**config.mk**
```make
export PLATFORM = sky130hd
export DESIGN_NAME = load_store_unit_flat
export DESIGN_NICKNAME = d
export VERILOG_FILES = /design/src/rtl/lsu_pkg.sv /design/src/rtl/lsu_if.sv /design/src/rtl/lsu_lane_format.sv /design/src/rtl/load_store_unit.sv /design/src/flat_wrapper.sv
export SDC_FILE = /design/constraint.sdc
export NUM_CORES = 1
export LEC_CHECK = 0
export ABC_AREA = 0
export BUFFER_PORTS_ARGS = -buffer_cell sky130_fd_sc_hd__buf_2
export CAP_MARGIN = 10
export CELL_PAD_IN_SITES_DETAIL_PLACEMENT = 1
export CELL_PAD_IN_SITES_GLOBAL_PLACEMENT = 1
export CORE_MARGIN = 5
export CORE_UTILIZATION = 30
export CTS_CLUSTER_DIAMETER = 100
export DETAILED_ROUTE_END_ITERATION = 12
export GPL_TIMING_DRIVEN = 1
export PLACE_DENSITY = 0.74
export SETUP_SLACK_MARGIN = 0.3
export SLEW_MARGIN = 15
export SYNTH_ARGS = -nofsm -noshare
export SYNTH_HDL_FRONTEND = slang
export SYNTH_SLANG_ARGS = --single-unit
```
**constraint.sdc**
```tcl
create_clock -name clk -period 1.7 [get_ports clk]
set_clock_uncertainty 0.1 [all_clocks]
set_input_delay 0.425 -clock clk [delete_from_list [all_inputs] [get_ports clk]]
set_output_delay 0.425 -clock clk [all_outputs]
set_load 0.01 [all_outputs]
```
**src/rtl/lsu_pkg.sv**
```systemverilog
// Shared definitions for the load/store unit: size encodings, FSM states
// and the byte-lane count.
package lsu_pkg;

  localparam logic [1:0] SIZE_BYTE = 2'b00;
  localparam logic [1:0] SIZE_HALF = 2'b01;
  localparam logic [1:0] SIZE_WORD = 2'b10;

  // Four byte lanes; the lane logic is written for a 32-bit bus only.
  localparam int BE_W = 4;

  typedef enum logic [1:0] {
    ST_IDLE = 2'd0,
    ST_BUSY = 2'd1,
    ST_DONE = 2'd2
  } lsu_state_e;

endpackage : lsu_pkg

```
**src/rtl/lsu_if.sv**
```systemverilog
// Data-memory port between the load/store unit (master) and memory (slave).
//
// Handshake: the master raises mem_valid with stable mem_we/mem_be/mem_addr/
// mem_wdata and holds every field unchanged until the slave answers with
// mem_ready; the transfer completes in the cycle where mem_valid and
// mem_ready are both high, and mem_rdata is only meaningful in that cycle
// for reads (mem_we=0).
interface lsu_if
  import lsu_pkg::*;
#(
  parameter int BUS_WIDTH = 32
);

  logic                 mem_valid;
  logic                 mem_we;
  logic [BE_W-1:0]      mem_be;
  logic [BUS_WIDTH-1:0] mem_addr;
  logic [BUS_WIDTH-1:0] mem_wdata;
  logic                 mem_ready;
  logic [BUS_WIDTH-1:0] mem_rdata;

  modport master (
    output mem_valid,
    output mem_we,
    output mem_be,
    output mem_addr,
    output mem_wdata,
    input  mem_ready,
    input  mem_rdata
  );

  modport slave (
    input  mem_valid,
    input  mem_we,
    input  mem_be,
    input  mem_addr,
    input  mem_wdata,
    output mem_ready,
    output mem_rdata
  );

endinterface : lsu_if

```
**src/rtl/lsu_lane_format.sv**
```systemverilog
// Byte-lane steering for the load/store unit: store byte enables and data
// replication, alignment check, and load lane extraction with extension.
module lsu_lane_format
  import lsu_pkg::*;
(
  // store / request side
  input  logic [1:0]      i_st_size,
  input  logic [1:0]      i_st_off,
  input  logic [31:0]     i_st_data,
  output logic            o_aligned,
  output logic [BE_W-1:0] o_st_be,
  output logic [31:0]     o_st_wdata,
  // load side
  input  logic [1:0]      i_ld_size,
  input  logic [1:0]      i_ld_off,
  input  logic            i_ld_unsigned,
  input  logic [31:0]     i_ld_rdata,
  output logic [31:0]     o_ld_data
);

  logic [7:0]  w_ld_byte;
  logic [15:0] w_ld_half;
  logic        w_ld_sign;

  always_comb begin
    o_aligned  = 1'b0;
    o_st_be    = '0;
    o_st_wdata = '0;
    case (i_st_size)
      SIZE_BYTE: begin
        o_aligned  = 1'b1;
        o_st_be    = 4'b0001 << i_st_off;
        o_st_wdata = {4{i_st_data[7:0]}};
      end
      SIZE_HALF: begin
        o_aligned  = ~i_st_off[0];
        o_st_be    = i_st_off[1] ? 4'b1100 : 4'b0011;
        o_st_wdata = {2{i_st_data[15:0]}};
      end
      SIZE_WORD: begin
        o_aligned  = (i_st_off == 2'b00);
        o_st_be    = 4'b1111;
        o_st_wdata = i_st_data;
      end
      default: begin
        // Size 11 is illegal: never aligned, so nothing is issued.
        o_aligned  = 1'b0;
        o_st_be    = '0;
        o_st_wdata = '0;
      end
    endcase
  end

  always_comb begin
    w_ld_byte = i_ld_rdata[{i_ld_off, 3'b000} +: 8];
    w_ld_half = i_ld_off[1] ? i_ld_rdata[31:16] : i_ld_rdata[15:0];
    w_ld_sign = 1'b0;
    o_ld_data = i_ld_rdata;
    case (i_ld_size)
      SIZE_BYTE: begin
        w_ld_sign = ~i_ld_unsigned & w_ld_byte[7];
        o_ld_data = {{24{w_ld_sign}}, w_ld_byte};
      end
      SIZE_HALF: begin
        w_ld_sign = ~i_ld_unsigned & w_ld_half[15];
        o_ld_data = {{16{w_ld_sign}}, w_ld_half};
      end
      default: o_ld_data = i_ld_rdata;
    endcase
  end

endmodule : lsu_lane_format

```
**src/rtl/load_store_unit.sv**
```systemverilog
// Data-memory access stage: takes the ALU result as effective address, runs
// one valid/ready memory transaction per load/store and stalls the core.
module load_store_unit
  import lsu_pkg::*;
#(
  parameter int BUS_WIDTH = 32
)(
  input  logic                 clk,
  input  logic                 rst,
  input  logic                 req_valid,
  input  logic                 req_we,
  input  logic [1:0]           req_size,
  input  logic                 req_unsigned,
  input  logic [BUS_WIDTH-1:0] alu_result,
  input  logic [BUS_WIDTH-1:0] store_data,
  output logic                 stall,
  output logic                 misaligned,
  output logic                 load_valid,
  output logic [BUS_WIDTH-1:0] load_data,
  output lsu_state_e           dbg_state,
  lsu_if.master                mem
);

  lsu_state_e r_state;
  lsu_state_e w_next_state;

  logic                 r_mem_we;
  logic [BE_W-1:0]      r_mem_be;
  logic [BUS_WIDTH-1:0] r_mem_addr;
  logic [BUS_WIDTH-1:0] r_mem_wdata;
  logic [1:0]           r_size;
  logic [1:0]           r_off;
  logic                 r_unsigned;
  logic [BUS_WIDTH-1:0] r_load_data;

  logic                 w_aligned;
  logic [BE_W-1:0]      w_st_be;
  logic [BUS_WIDTH-1:0] w_st_wdata;
  logic [BUS_WIDTH-1:0] w_ld_data;
  logic                 w_accept;
  logic                 w_complete;

  lsu_lane_format u_lane (
    .i_st_size     (req_size),
    .i_st_off      (alu_result[1:0]),
    .i_st_data     (store_data),
    .o_aligned     (w_aligned),
    .o_st_be       (w_st_be),
    .o_st_wdata    (w_st_wdata),
    .i_ld_size     (r_size),
    .i_ld_off      (r_off),
    .i_ld_unsigned (r_unsigned),
    .i_ld_rdata    (mem.mem_rdata),
    .o_ld_data     (w_ld_data)
  );

  assign w_accept   = (r_state == ST_IDLE) && req_valid && w_aligned;
  assign w_complete = (r_state == ST_BUSY) && mem.mem_ready;

  always_ff @(posedge clk) begin
    if (rst) begin
      r_state <= ST_IDLE;
    end else begin
      r_state <= w_next_state;
    end
  end

  always_comb begin
    w_next_state = r_state;
    stall        = 1'b0;
    misaligned   = 1'b0;
    load_valid   = 1'b0;
    case (r_state)
      ST_IDLE: begin
        // Faulting requests are flagged and dropped without stalling.
        misaligned = req_valid && !w_aligned;
        stall      = w_accept;
        if (w_accept) begin
          w_next_state = ST_BUSY;
        end
      end
      ST_BUSY: begin
        stall = 1'b1;
        if (mem.mem_ready) begin
          w_next_state = ST_DONE;
        end
      end
      ST_DONE: begin
        load_valid   = !r_mem_we;
        w_next_state = ST_IDLE;
      end
      default: w_next_state = ST_IDLE;
    endcase
  end

  // Request fields are captured once at accept so they stay stable in BUSY.
  always_ff @(posedge clk) begin
    if (rst) begin
      r_mem_we    <= 1'b0;
      r_mem_be    <= '0;
      r_mem_addr  <= '0;
      r_mem_wdata <= '0;
      r_size      <= SIZE_BYTE;
      r_off       <= 2'b00;
      r_unsigned  <= 1'b0;
    end else if (w_accept) begin
      r_mem_we    <= req_we;
      r_mem_be    <= w_st_be;
      r_mem_addr  <= {alu_result[BUS_WIDTH-1:2], 2'b00};
      r_mem_wdata <= w_st_wdata;
      r_size      <= req_size;
      r_off       <= alu_result[1:0];
      r_unsigned  <= req_unsigned;
    end
  end

  always_ff @(posedge clk) begin
    if (rst) begin
      r_load_data <= '0;
    end else if (w_complete && !r_mem_we) begin
      r_load_data <= w_ld_data;
    end
  end

  assign mem.mem_valid = (r_state == ST_BUSY);
  assign mem.mem_we    = r_mem_we;
  assign mem.mem_be    = r_mem_be;
  assign mem.mem_addr  = r_mem_addr;
  assign mem.mem_wdata = r_mem_wdata;

  assign load_data = r_load_data;
  assign dbg_state = r_state;

endmodule : load_store_unit

```
**src/flat_wrapper.sv**
```systemverilog
// flat-port wrapper written by rule: the top's interface ports become plain ports
module load_store_unit_flat import lsu_pkg::*;
#(
  parameter int BUS_WIDTH = 32
)
  (clk, rst, req_valid, req_we, req_size, req_unsigned, alu_result, store_data, stall, misaligned, load_valid, load_data, dbg_state, mem_mem_valid, mem_mem_we, mem_mem_be, mem_mem_addr, mem_mem_wdata, mem_mem_ready, mem_mem_rdata);
  lsu_if #(.BUS_WIDTH(BUS_WIDTH)) mem_i ();
  input  logic clk;
  input  logic rst;
  input  logic req_valid;
  input  logic req_we;
  input  logic [1:0] req_size;
  input  logic req_unsigned;
  input  logic [BUS_WIDTH-1:0] alu_result;
  input  logic [BUS_WIDTH-1:0] store_data;
  output logic stall;
  output logic misaligned;
  output logic load_valid;
  output logic [BUS_WIDTH-1:0] load_data;
  output lsu_state_e dbg_state;
  output wire logic [$bits(mem_i.mem_valid)-1:0] mem_mem_valid;
  output wire logic [$bits(mem_i.mem_we)-1:0] mem_mem_we;
  output wire logic [$bits(mem_i.mem_be)-1:0] mem_mem_be;
  output wire logic [$bits(mem_i.mem_addr)-1:0] mem_mem_addr;
  output wire logic [$bits(mem_i.mem_wdata)-1:0] mem_mem_wdata;
  input wire logic [$bits(mem_i.mem_ready)-1:0] mem_mem_ready;
  input wire logic [$bits(mem_i.mem_rdata)-1:0] mem_mem_rdata;
  assign mem_mem_valid = mem_i.mem_valid;
  assign mem_mem_we = mem_i.mem_we;
  assign mem_mem_be = mem_i.mem_be;
  assign mem_mem_addr = mem_i.mem_addr;
  assign mem_mem_wdata = mem_i.mem_wdata;
  assign mem_i.mem_ready = mem_mem_ready;
  assign mem_i.mem_rdata = mem_mem_rdata;
  load_store_unit #(.BUS_WIDTH(BUS_WIDTH)) u_core (.clk(clk), .rst(rst), .req_valid(req_valid), .req_we(req_we), .req_size(req_size), .req_unsigned(req_unsigned), .alu_result(alu_result), .store_data(store_data), .stall(stall), .misaligned(misaligned), .load_valid(load_valid), .load_data(load_data), .dbg_state(dbg_state), .mem(mem_i));
endmodule
```
==> results.md, run 1 <==
* Outcome: finished, violations left
* Via density at 5.09
* CTS tree: done
* Synth Flop Type: dfxtp_1
* Setup slack, reg-to-reg at -0.04 ns
* Gate power share at 24.2%
* Area growth, synth to finish at 69.3%
* Worst setup SP type: register
* Top cells by area, synth: dfxtp_1, nand2_1, a21oi_1, nor2_1, a211oi_1
* Initial Util at 30.4%
* Vias in the first global route at 5763
* Detail Route Antenna Nets at 0
* Most frequent cells in the layout: buf_2, nand2_1, dfxtp_1
* Clock net sink count at 106
* Post-Syn Area at between 4000 and 5000 µm²
* DRT iter0 DRCs at 241
* Worst-Margin Slew at 0.536 ns
* Total gr overflow at 0
* Residual DRC count at 0
* Commonest non-fill, non-tap cell in the layout: buf_2
* Layout cells sized above 1 at ~54%
* Fmax at between 500 and 600 MHz
* CP startpoint: u_core.dbg_state[1]$_SDFFE_PP0P_
* Count of final hold-check violations at 0
* Vias post-DR at 5479
* Die X at 137 µm
* Switching share of power at 30.0%
* Post-synth EDFFs at 0
* Largest stage delay on the critical path at around 0.36 ns
* Post-synth ARST share at 0%
* Clock Path Buffers at 2
* Crit Path Category: register to output pin
* IO Count at between 200 and 250
* Routed length per instance at 19.9 µm
* Core Region at 15800 µm²
* Peak supply drop at 0.000500 V
* Capturing point of the worst reg2reg path: u_core.mem.mem_wdata[9]$_SDFFE_PP0P_
* Power Dens Cells at approximately 800 nW/µm²
* Register area at 2180 µm²
* Final setup violation count at 4
* Routed length on met3 at 1720 µm
* Hold Path Sink: u_core.mem.mem_addr[13]$_SDFFE_PP0P_
* Uppermost layer routed: met5
* Period utilization at 105%
* Hold path start: alu_result[13]
* First-pass iteration count of the detailed router at 4
* Seq cells post-synth at 106
* Worst EP arrival at between 1 and 1.5 ns
* Min-Delay Path Depth at 3
* Die height at 137 µm
* Worst R2R Start: u_core.dbg_state[1]$_SDFFE_PP0P_
* Syn avg cell area at 8.13 µm²
* Multi-input gate area at between 2000 and 3000 µm²
* Die area at 18700 µm²
* Max cap viols at 0
* DR WL met2 at around 11000 µm
* Placed instance count at between 1000 and 1500
* CP delay by family, top: flip-flops
* Final std cells w/o fill at 1077
* Post-synthesis sequential area ratio at 44.1%
* Hold slack at ~0.19 ns
* CTS H-Tree Depth at 3
* Final Max Tran Viols at 0
* Crit-path max FO at 3
* R2R cell count at 7
* Number of fill cells at 1864
* Largest net degree at the start of global routing at 36
* PnR worst setup slack at -0.0796 ns
* Worst slew margin at 64.2%
* Final Critical Period at 1.78 ns
* Slowest cell on the critical path: dfxtp_4
* Routed wire length at about 21000 µm
* Failing checks: negative setup slack
* Total CTS buffers at 9
* DP Wirelength at 13200 µm
* Synth top area share at about 44%
* Psw at ~0.0019 W
* Wire length on met1 at about 8400 µm
* Initial antenna violation count at 2
* Yosys top cell by area: dfxtp_1
* GRT Resource Usage Total at 21.9%
* Clk root buf: clkbuf_16
* # rows at 46
* Setup TNS at -0.176 ns
* Placer congestion estimate at 0.821
* Int Power at 0.00455 W
* Min-delay worst type: primary input to register
* IO Port Bufs at about 210
* RSZ-0062 raised after global routing: yes
* Critical Path Sink Type: output pin
* Leakage at ~3.4 nW
* First-pass GRT wire length at 31600 µm
* Final-stage net count at ~960
* Clk pwr share at between 30% and 40%
* Flop pwr share at 41.9%
* Buf/Inv on CP at 2
* CP Cell Sequence: nor3b_2, buf_4, nor2b_4, buf_6
* Synth Instances at between 500 and 600
* Clk_lat worst skew at 0.36 ns
* Ys Warns at 0
* Clk pin slew, worst setup/hold paths at about 0.080 ns
* Required @ worst endpoint at 1.17 ns
* Yosys cell types at 42
==> metal layers <==
metal | vias to the layer above | global-route usage, %
li1 | 2593 | -
met1 | 2652 | 25.4
met2 | 201 | 38.7
met3 | 29 | 6.21
met4 | 4 | 7.05
met5 | - | 0
==> registers in the layout, summed over array words and instances (netlist names) <==
register / count
u_core.dbg_state: 2
u_core.load_data: 32
u_core.mem.mem_addr: 30
u_core.mem.mem_be: 4
u_core.mem.mem_wdata: 32
u_core.mem.mem_we: 1
u_core.r_off: 2
u_core.r_size: 2
u_core.r_unsigned: 1
==> synthesized netlist by cell type, types with 2 or more instances <==
library cell,number
nand2_1,108
dfxtp_1,106
nor2_1,73
a21oi_1,58
a211oi_1,36
nor3_1,27
buf_2,22
clkbuf_1,20
nand3b_1,19
mux2i_1,16
nand3_1,15
o21ai_0,12
a211oi_2,11
a221oi_1,9
o22ai_1,8
buf_4,6
nand2b_1,6
a31o_2,5
inv_1,4
buf_6,3
a31o_1,2
mux2i_2,2
nor2b_1,2
nor3b_1,2
o21bai_1,2
==> how the worst max path moves through the flow <==
stage,cells past startpoint,end,slack [ns]
2_1_floorplan,6,u_core.load_data[20]$_SDFFE_PP0P_,0.17
3_3_place_gp,6,stall,-0.06
3_5_place_dp,7,u_core.mem.mem_wdata[13]$_SDFFE_PP0P_,-0.11
4_1_cts,4,misaligned,-0.11
5_1_grt,4,misaligned,-0.15
6_report,4,misaligned,-0.08
==> cells by family after synthesis <==
kind of cell	Yosys count	share of synthesized area [%]
other	1	0.0780
and+or+nand+nor	261	25.1
AOI/OAI and AO/OA	148	20.8
muxes	18	3.90
buffers and inverters	57	5.96
DFF	106	44.1
==> worst min-delay path, cell delays in order <==
cell and delay (ns):
buf_2 0.09, nand2_1 0.04, a21oi_1 0.05
==> metrics by stage <==
stage	worst slack, ns	power (W)	area (µm²)	utilization, %
after global routing	-0.150	0.00679	8140	51.4
after floorplan	0.168	0.00335	4890	-
after detailed placement	-0.105	0.00387	6340	40.1
final	-0.0796	0.00649	8140	51.4
after global placement	-0.0569	0.00385	6340	40.1
after CTS	-0.109	0.00640	7740	48.9
==> power by group through the flow <==
stage / Combinational, W / Clock (W) / Sequential (W)
2_1_floorplan: 0.000531 / 0 / 0.00282
3_5_place_dp: 0.00111 / 0 / 0.00276
5_1_grt: 0.00169 / 0.00237 / 0.00273
3_3_place_gp: 0.00109 / 0 / 0.00276
6_report: 0.00157 / 0.00220 / 0.00272
4_1_cts: 0.00146 / 0.00224 / 0.00271
==> repair_timing <==
| action | in CTS | in global routing |
|---|---|---|
| gates resized for setup | 114 | 86 |
| pin swaps | 15 | 31 |
| hold buffers | 0 | 0 |
| setup endpoints to repair | 117 | 140 |
| gates cloned | 16 | 3 |
| setup buffers | 25 | 10 |
==> area by class of cell <==
class | count | area share (%)
multi-input cells | 430 | 35.6
repair buffers | 303 | 30.3
flip-flops and latches | 106 | 26.8
well taps | 216 | 3.32
clock buffers | 9 | 2.77
clock inverters | 7 | 0.953
inverters | 5 | 0.231
diodes | 1 | 0.0307
Power figures use the tool's default switching activity.
==> run 2, diff against run 1 <==
Settings changed: PLACE_DENSITY 0.74 to 0.68, SYNTH_HIERARCHICAL set to 1.
==> run 2 against run 1 <==
Against the previous run:
- the run still ends with negative setup slack left
- first-iteration DRC count up 21%
- critical path depth increased by 2
- register-to-register slack got worse by 0.02 ns
- non-clock buffer count down 21
- largest cell class unchanged
- synthesized area up 27%
- clock power fell by 3%
- utilization fell by 6.9 points
==> results.md, run 2 <==
* Vias in the first global route at 5692
* Core Region at 20100 µm²
* Clk root buf: clkbuf_16
* Top cells by area, synth: dfxtp_1, nand2b_1, mux2i_1, buf_12, clkbuf_1
* First-pass GRT wire length at between 30000 and 40000 µm
* Worst R2R Start: u_core/r_off[1]$_SDFFE_PP0P_
* PnR worst setup slack at -0.129 ns
* Crit Path Category: primary input to output pin
* Fmax at roughly 550 MHz
* Commonest non-fill, non-tap cell in the layout: nand2b_1
* Power Dens Cells at 732 nW/µm²
* Gate power share at 26.5%
* Routed wire length at 20800 µm
* Clock net sink count at 106
* Max cap viols at 0
* Final-stage net count at 1000
* Post-synth EDFFs at 0
* Most frequent cells in the layout: nand2b_1, buf_2, mux2i_1
* Final Max Tran Viols at 0
* Die X at around 150 µm
* Die height at 152 µm
* DRT iter0 DRCs at 292
* Final Critical Period at 1.83 ns
* Outcome: finished, violations left
* Initial Util at 30.3%
* Total CTS buffers at 9
* # rows at 52
* Crit-path max FO at 3
* Min-delay worst type: primary input to register
* Syn avg cell area at ~9.2 µm²
* Clock Path Buffers at 2
* Leakage at ~3.9 nW
* Int Power at 0.00474 W
* CP Cell Sequence: buf_8, nor2_4, a21o_1, and4bb_4, or2_4, buf_6
* Worst slew margin at 66.1%
* Pwr Total at 0.00655 W
* Util after Layout at 44.5%
* Seq cells post-synth at 106
* Layout cells sized above 1 at 41.1%
* Count of final hold-check violations at 0
* Psw at 0.00181 W
* Buf/Inv on CP at 2
* Synth Flop Type: dfxtp_1
* Post-synthesis sequential area ratio at around a third
* Flop pwr share at 40.8%
* IO Count at 211
* GRT Resource Usage Total at ~17%
* Placer congestion estimate at 0.754
* Synth Instances at 660
* Largest net degree at the start of global routing at 80
* CTS H-Tree Depth at 3
* Post-Syn Area at 6080 µm²
* CP delay by family, top: simple AND/OR/NAND/NOR gates
* Yosys cell types at 34
* Setup TNS at -0.244 ns
* Clk_lat worst skew at around 0.34 ns
* Worst setup SP type: primary input
* Critical Path Sink Type: output pin
* Hold slack at 0.226 ns
* Residual DRC count at 0
* Peak supply drop at 0.000432 V
* Routed length per instance at 17.8 µm
* IO Port Bufs at 208
* Area growth, synth to finish at 47.1%
* Detail Route Antenna Nets at 0
* Yosys top cell by area: dfxtp_1
* Slowest cell on the critical path: or2_4
* Required @ worst endpoint at 1.17 ns
* Largest stage delay on the critical path at 0.23 ns
* First-pass iteration count of the detailed router at 4
* Ys Warns at 6
* Most numerous cell in the Yosys netlist: nand2b_1
* Switching share of power at 27.7%
* Worst EP arrival at roughly 1.3 ns
* Post-synth top cells: nand2b_1, mux2i_1, dfxtp_1, clkbuf_1, o21ai_0
* Ant diodes at 0
* Via density at 4.70
* DP Wirelength at ~14000 µm
* Total gr overflow at 0
* Hold path start: alu_result[24]
* Finished layout cell area at around 8900 µm²
* Vias post-DR at 5504
* Clk pwr share at between 30 and 40%
* Final setup violation count at 6
* Worst-Margin Slew at 0.507 ns
* Placement Cell Area at 7450 µm²
* Failing checks: negative setup slack
* CTS tree: done
* CP startpoint: alu_result[0]
* Post-synth ARST share at 0%
* Initial antenna violation count at 0
* Period utilization at 108%
* Die area at 23200 µm²
* Clk pin slew, worst setup/hold paths at ~0.070 ns
* Synth top area share at between 30% and 40%
* RSZ-0062 raised after global routing: yes
==> run 2: changes by cell type in the layout (fill, tap and decap cells not counted), sizes merged, moves of 13 or more <==
cell,previous run,this run
nor3,28,0
nand3b,20,0
nand3,15,0
mux2i,18,130
nand2b,6,209
a211oi,47,0
a21oi,58,13
nand2,108,25
nor2,73,11
o21ai,13,26
a21o,1,15
buf,298,276
==> run 2: through the flow <==
step / instances / setup WS [ns]
floorplan: 661 / -0.285
global placement: 1113 / -0.224
detailed placement: 1113 / -0.247
CTS: 1152 / -0.134
global route: 1170 / -0.165
finish: 1170 / -0.129
==> run 2: logic make-up after synthesis <==
logic type | after synthesis | synth area share, %
AOI/OAI and AO/OA | 86 | 9.75
DFF | 106 | 34.9
buffers and inverters | 70 | 6.97
other | 1 | 0.0617
and+or+nand+nor | 266 | 26.6
muxes | 131 | 21.8
==> run 2: worst register-to-register path, stage by stage, from the launching register on <==
cell,delay [ns]
dfxtp_4,0.38
mux4_2,0.33
nor4b_4,0.44
a221o_1,0.18
nand2b_1,0.05
mux2i_1,0.18
==> run 2: area by class of cell <==
class	instances	area, µm²
tap	270	338
sequential	106	2170
clock inverter	2	37.5
fill	2328	11200
inverter	12	48.8
timing repair buffer	282	2330
multi-input combinational	485	3770
clock buffer	13	250
==> run 2: path summary, 6_finish.rpt <==
path,end,slack (ns),cells past startpoint
min reg2reg,u_core/mem.mem_addr[2]$_SDFFE_PP0P_,0.37,2
min,u_core/mem.mem_addr[24]$_SDFFE_PP0P_,0.23,3
max,stall,-0.13,6
max reg2reg,u_core/load_data[13]$_SDFFE_PP0P_,-0.06,5
==> run 2: power groups by stage <==
| stage | clock network, W | registers, W | logic [W] |
|---|---|---|---|
| 2_1_floorplan | 0 | 0.00277 | 0.000811 |
| 3_3_place_gp | 0 | 0.00272 | 0.00129 |
| 3_5_place_dp | 0 | 0.00273 | 0.00130 |
| 4_1_cts | 0.00223 | 0.00267 | 0.00162 |
| 5_1_grt | 0.00231 | 0.00269 | 0.00187 |
| 6_report | 0.00214 | 0.00267 | 0.00174 |
==> run 2: timing repair <==
action,4_1_cts,5_1_grt
hold buffers,0,0
buffers inserted,14,13
cloned,10,5
pin swaps,10,8
resized for setup,100,55
endpoints found under the setup margin,117,139
endpoints found under the hold margin,0,0
==> run 2: routing by layer <==
metal | GRT usage, % | vias up | routed length [µm]
met3 | 5.42 | 18 | 1420
met1 | 19.9 | 2645 | 8600
li1 | - | 2678 | -
met5 | 0 | - | 0
met2 | 29.3 | 163 | 10500
met4 | 3.64 | 0 | 285
